File: src/rtl/booth_mac_acc.sv
// Accumulates N_TERMS signed Booth-multiplier products into a saturating
// ACC_W-bit sum and publishes the result with a one-cycle done pulse.
module booth_mac_acc #(
    parameter int N_TERMS = 8,
    parameter int ACC_W   = 10
) (
    input  logic             clk,
    input  logic             rst_n,
    input  logic             start,
    input  logic [7:0]       prod,
    input  logic             prod_valid,
    output logic             prod_ready,
    output logic [ACC_W-1:0] acc_out,
    output logic             done,
    output logic             busy,
    output logic             ovf
);

    // state | meaning
    // IDLE  | waiting for start; outputs hold the last result
    // ACC   | accepting products until N_TERMS have been summed
    // DONE  | one cycle: done pulse, acc_out/ovf freshly updated

    localparam int CNT_W = $clog2(N_TERMS + 1);
    localparam logic [CNT_W-1:0] LAST    = CNT_W'(N_TERMS);
    localparam logic [ACC_W-1:0] ACC_MAX = {1'b0, {(ACC_W-1){1'b1}}};
    localparam logic [ACC_W-1:0] ACC_MIN = {1'b1, {(ACC_W-1){1'b0}}};

    typedef enum logic [1:0] {IDLE, ACC, DONE} state_t;

    state_t           state;
    logic [ACC_W-1:0] acc;
    logic [CNT_W-1:0] cnt;
    logic             run_ovf;

    logic [ACC_W:0]   sum;
    logic             clamp;
    logic [ACC_W-1:0] acc_nxt;
    logic [CNT_W-1:0] cnt_nxt;

    // One guard bit is enough: both operands fit in ACC_W bits.
    always_comb begin
        sum     = {acc[ACC_W-1], acc} + {{(ACC_W-7){prod[7]}}, prod};
        clamp   = sum[ACC_W] ^ sum[ACC_W-1];
        acc_nxt = sum[ACC_W-1:0];
        if (clamp) begin
            acc_nxt = sum[ACC_W] ? ACC_MIN : ACC_MAX;
        end
        cnt_nxt = cnt + CNT_W'(1);
    end

    always_ff @(posedge clk) begin
        if (!rst_n) begin
            state      <= IDLE;
            acc        <= '0;
            cnt        <= '0;
            run_ovf    <= 1'b0;
            acc_out    <= '0;
            ovf        <= 1'b0;
            done       <= 1'b0;
            busy       <= 1'b0;
            prod_ready <= 1'b0;
        end else begin
            case (state)
                IDLE: begin
                    if (start) begin
                        acc        <= '0;
                        cnt        <= '0;
                        run_ovf    <= 1'b0;
                        prod_ready <= 1'b1;
                        busy       <= 1'b1;
                        state      <= ACC;
                    end
                end
                ACC: begin
                    if (prod_valid) begin
                        acc     <= acc_nxt;
                        cnt     <= cnt_nxt;
                        run_ovf <= run_ovf | clamp;
                        // Publish on the final transfer so the result is visible during DONE.
                        if (cnt_nxt == LAST) begin
                            acc_out    <= acc_nxt;
                            ovf        <= run_ovf | clamp;
                            done       <= 1'b1;
                            prod_ready <= 1'b0;
                            state      <= DONE;
                        end
                    end
                end
                DONE: begin
                    done  <= 1'b0;
                    busy  <= 1'b0;
                    state <= IDLE;
                end
                default: begin
                    done       <= 1'b0;
                    busy       <= 1'b0;
                    prod_ready <= 1'b0;
                    state      <= IDLE;
                end
            endcase
        end
    end

endmodule
File: config.mk
export PLATFORM = sky130hd
export DESIGN_NAME = booth_mac_acc
export DESIGN_NICKNAME = d
export VERILOG_FILES = /design/src/rtl/booth_mac_acc.sv
export SDC_FILE = /design/constraint.sdc
export NUM_CORES = 1
export LEC_CHECK = 0
export BUFFER_PORTS_ARGS = -buffer_cell sky130_fd_sc_hd__buf_2
export CAP_MARGIN = 15
export CORE_UTILIZATION = 60
export DETAILED_ROUTE_END_ITERATION = 8
export PLACE_DENSITY = 0.84
export SLEW_MARGIN = 20
export SYNTH_ARGS = -nofsm -noshare
export SYNTH_HDL_FRONTEND = slang
export SYNTH_SLANG_ARGS = --single-unit
File: constraint.sdc
create_clock -name clk -period 5.55 [get_ports clk]
set_clock_uncertainty 0.05 [all_clocks]
set_input_delay 0.8325 -clock clk [delete_from_list [all_inputs] [get_ports clk]]
set_output_delay 0.8325 -clock clk [all_outputs]
set_load 0.005 [all_outputs]
==> out/qor.yml <==
final_layout:
  antenna_cells: 0
  fin_nets: 240
  syn_to_final_growth_pct: 11.5
  final_util: 0.733
  drive_above_1_share: 0.204
  stdcell_area_sq_um: 1900
global_route:
  grt_pass1_wl_microns: 6520
  grt_pass1_vias: 1465
  antenna_found_initial: 0
  grt_overflow: 0
  grt_start_max_net_pins: 15
  grt_usage: 0.266
power_and_ir_drop:
  combPwrFrac: 0.181
  p_clk_frac: 0.294
  leakage_nw: 0.835
  switchingPower_mw: 0.126
  vdd.ir_drop.worst_mv: 0.255
  switching_share: 0.283
  power_density_nw_per_um2: 234
  p_int_mw: 0.319
  pwr-share-seq: 0.525
yosys:
  synth_ff_type: "dfxtp_1"
  synth_area_leaders: "dfxtp_1 36%, ha_1 8.1%, o221ai_1 5.1%, nand2_1 4.6%, a21oi_1 4.4%"
  ys_seq_area_frac: 0.364
  synth_fp_nets: 213
  synth_top_cell_area_share: 0.364
  synth_edf_count: 0
  synthCells: 189
  syn-cell-area_sq_um: 1700
  synth_common_cells: "31 x dfxtp_1, 21 x nand2_1, 15 x a21oi_1, 11 x ha_1"
  ys_warn_count: 0
  ys_async_sr_fraction: 0
  yosys.area.top_type: "dfxtp_1"
  synth_most_common_cell: "dfxtp_1"
  synthDistinctLibCells: 54
  ys_seq_elements: 31
  syn-mean-instance-area_sq_um: 9.02
worst_setup_path:
  rrSetupSlack_ns: 2.49
  cp-endpoint: "acc_out[8]"
  arrival_ns: 3.48
  path_max_fanout: 12
  r2r-start: "acc[0]"
  rr_worst_depth: 8
  critPathRequiredTime_ns: 5.68
  worst_setup_path_start_kind: "primary input"
  setup.worst_path.start: "prod[0]"
  r2r_end: "acc_out[8]"
  worst-setup-path-type: "in2reg"
  critPathCaptureType: "register"
run:
  cap_violations: 0
clock_tree:
  cts_max_path_buffers: 2
  cts_max_level: 2
  post_cts_resized: 0
  cts_buffers: 5
  clock_latency_ns: 0.32
  hold_buffers: 0
  cts_tree: "built"
  cts-root-buf: "clkbuf_4"
  clk_pin_slew_ns: 0.09
  postCtsSetupBuffers: 0
  cts_sinks: 31
timing:
  fmax_mhz: 299
  tns_ns: 0
  slew_headroom: 0.389
  layout_min_cycle_time_ns: 3.35
  rsz0062_at_grt: "no"
  drv_slew: 0
  setup_viol_count_final: 0
  worstMarginPinSlew_ns: 0.916
  final_hold_viol_count: 0
  fin_crit_sh: 0.603
floorplan:
  design.die.area_sq_um: 3060
  ioPinCount: 26
  row_count: 18
  die_height_microns: 55.3
  core_area_sq_um: 2590
  initial_core_util: 0.658
  die_x_microns: 55.3
status:
  status: "completed"
placement:
  routabilityCongestion: 0.825
  hpwl_microns: 3020
  port_buffers: 25
  place_area_sq_um: 1840
route:
  viasPerCell: 6.36
  via_count: 1564
  drcViolationCount: 0
  wire_per_inst_microns: 15.9
  wl_microns: 3920
  ant_nets: 0
  drtIter0Drc: 47
  drt_pass1_iterations: 4
min_path:
  hold_path.class: "reg2reg"
## power by group through the flow
stage / logic (mW) / clock network [mW] / registers, mW
2_1_floorplan: 0.0588 / 0 / 0.237
3_3_place_gp: 0.0752 / 0 / 0.238
3_5_place_dp: 0.0790 / 0 / 0.239
4_1_cts: 0.0796 / 0.134 / 0.234
5_1_grt: 0.0881 / 0.144 / 0.234
6_report: 0.0807 / 0.131 / 0.234
## kinds of logic after synthesis
group           count (synthesis)  share of synthesized area
compound gates                 66                      0.286
xor+xnor                        6                     0.0308
fa+ha+maj                      12                     0.0925
buf+inv                        11                     0.0272
flops                          31                      0.364
simple gates                   63                      0.200
## cell type report
class,count,area (sq um)
multi-input cells,147,1040
well taps,30,37.5
fillers,211,691
flip-flops and latches,31,621
inverters,6,22.5
repair buffers,25,125
clock buffers,6,51.3
clock inverters,1,5.00
## metrics by stage
| stage | total power, mW | std cells | worst slack [ns] | hold WS, ns |
|---|---|---|---|---|
| 3_3_place_gp | 0.313 | 239 | 2.06 | 0.391 |
| 6_report | 0.445 | 246 | 2.20 | 0.416 |
| 3_5_place_dp | 0.318 | 239 | 1.89 | 0.397 |
| 4_1_cts | 0.447 | 246 | 2.26 | 0.420 |
| 2_1_floorplan | 0.296 | 189 | 2.60 | 0.379 |
| 5_1_grt | 0.467 | 246 | 2.07 | 0.446 |
## registers in the layout (all words and copies together), names as in the netlist
| signal | count |
|---|---|
| acc | 10 |
| acc_out | 10 |
| cnt | 4 |
| state | 2 |
| busy | 1 |
| done | 1 |
| ovf | 1 |
| prod_ready | 1 |
| run_ovf | 1 |
## critical path: stages
cell	delay [ns]
buf_2	0.10
ha_1	0.22
fa_1	0.42
a211oi_2	0.26
o21bai_1	0.18
a21o_1	0.25
a21o_1	0.23
a21oi_1	0.74
o221ai_1	0.24
## worst min path at each step
stage	from	to	cells past startpoint
floorplan	acc[2]	acc[2]	2
global placement	acc_out[2]	acc_out[2]	2
detailed placement	acc_out[7]	acc_out[7]	2
CTS	acc_out[2]	acc_out[2]	2
global route	cnt[3]	cnt[3]	1
finish	acc_out[2]	acc_out[2]	2
## routing by layer
layer / share of wire / vias up / global-route usage
li1: - / 767 / -
met1: 0.46 / 734 / 0.349
met2: 0.47 / 51 / 0.413
met3: 0.050 / 12 / 0.0562
met4: 0.027 / 0 / 0.136
met5: 0 / - / 0
## cells in the final DEF, fill, tap and decap left out, drive strengths merged, types with 2 or more instances in the layout
cell	count
o221ai	10
and2	5
a2111oi	2
nand3b	2
nand2	22
buf	25
a22o	4
nand4	2
nor3b	2
xor2	4
a211o	4
clkbuf	6
dfxtp	31
nor2	10
and3b	2
a211oi	2
o211ai	2
nor2b	4
a21o	3
nand4b	2
nor3	5
ha	11
xnor2	2
a21oi	17
inv	6
a21boi	3
o21bai	2
nand2b	2
o21ai	10
Note: power is estimated with default switching activity, not from simulation.
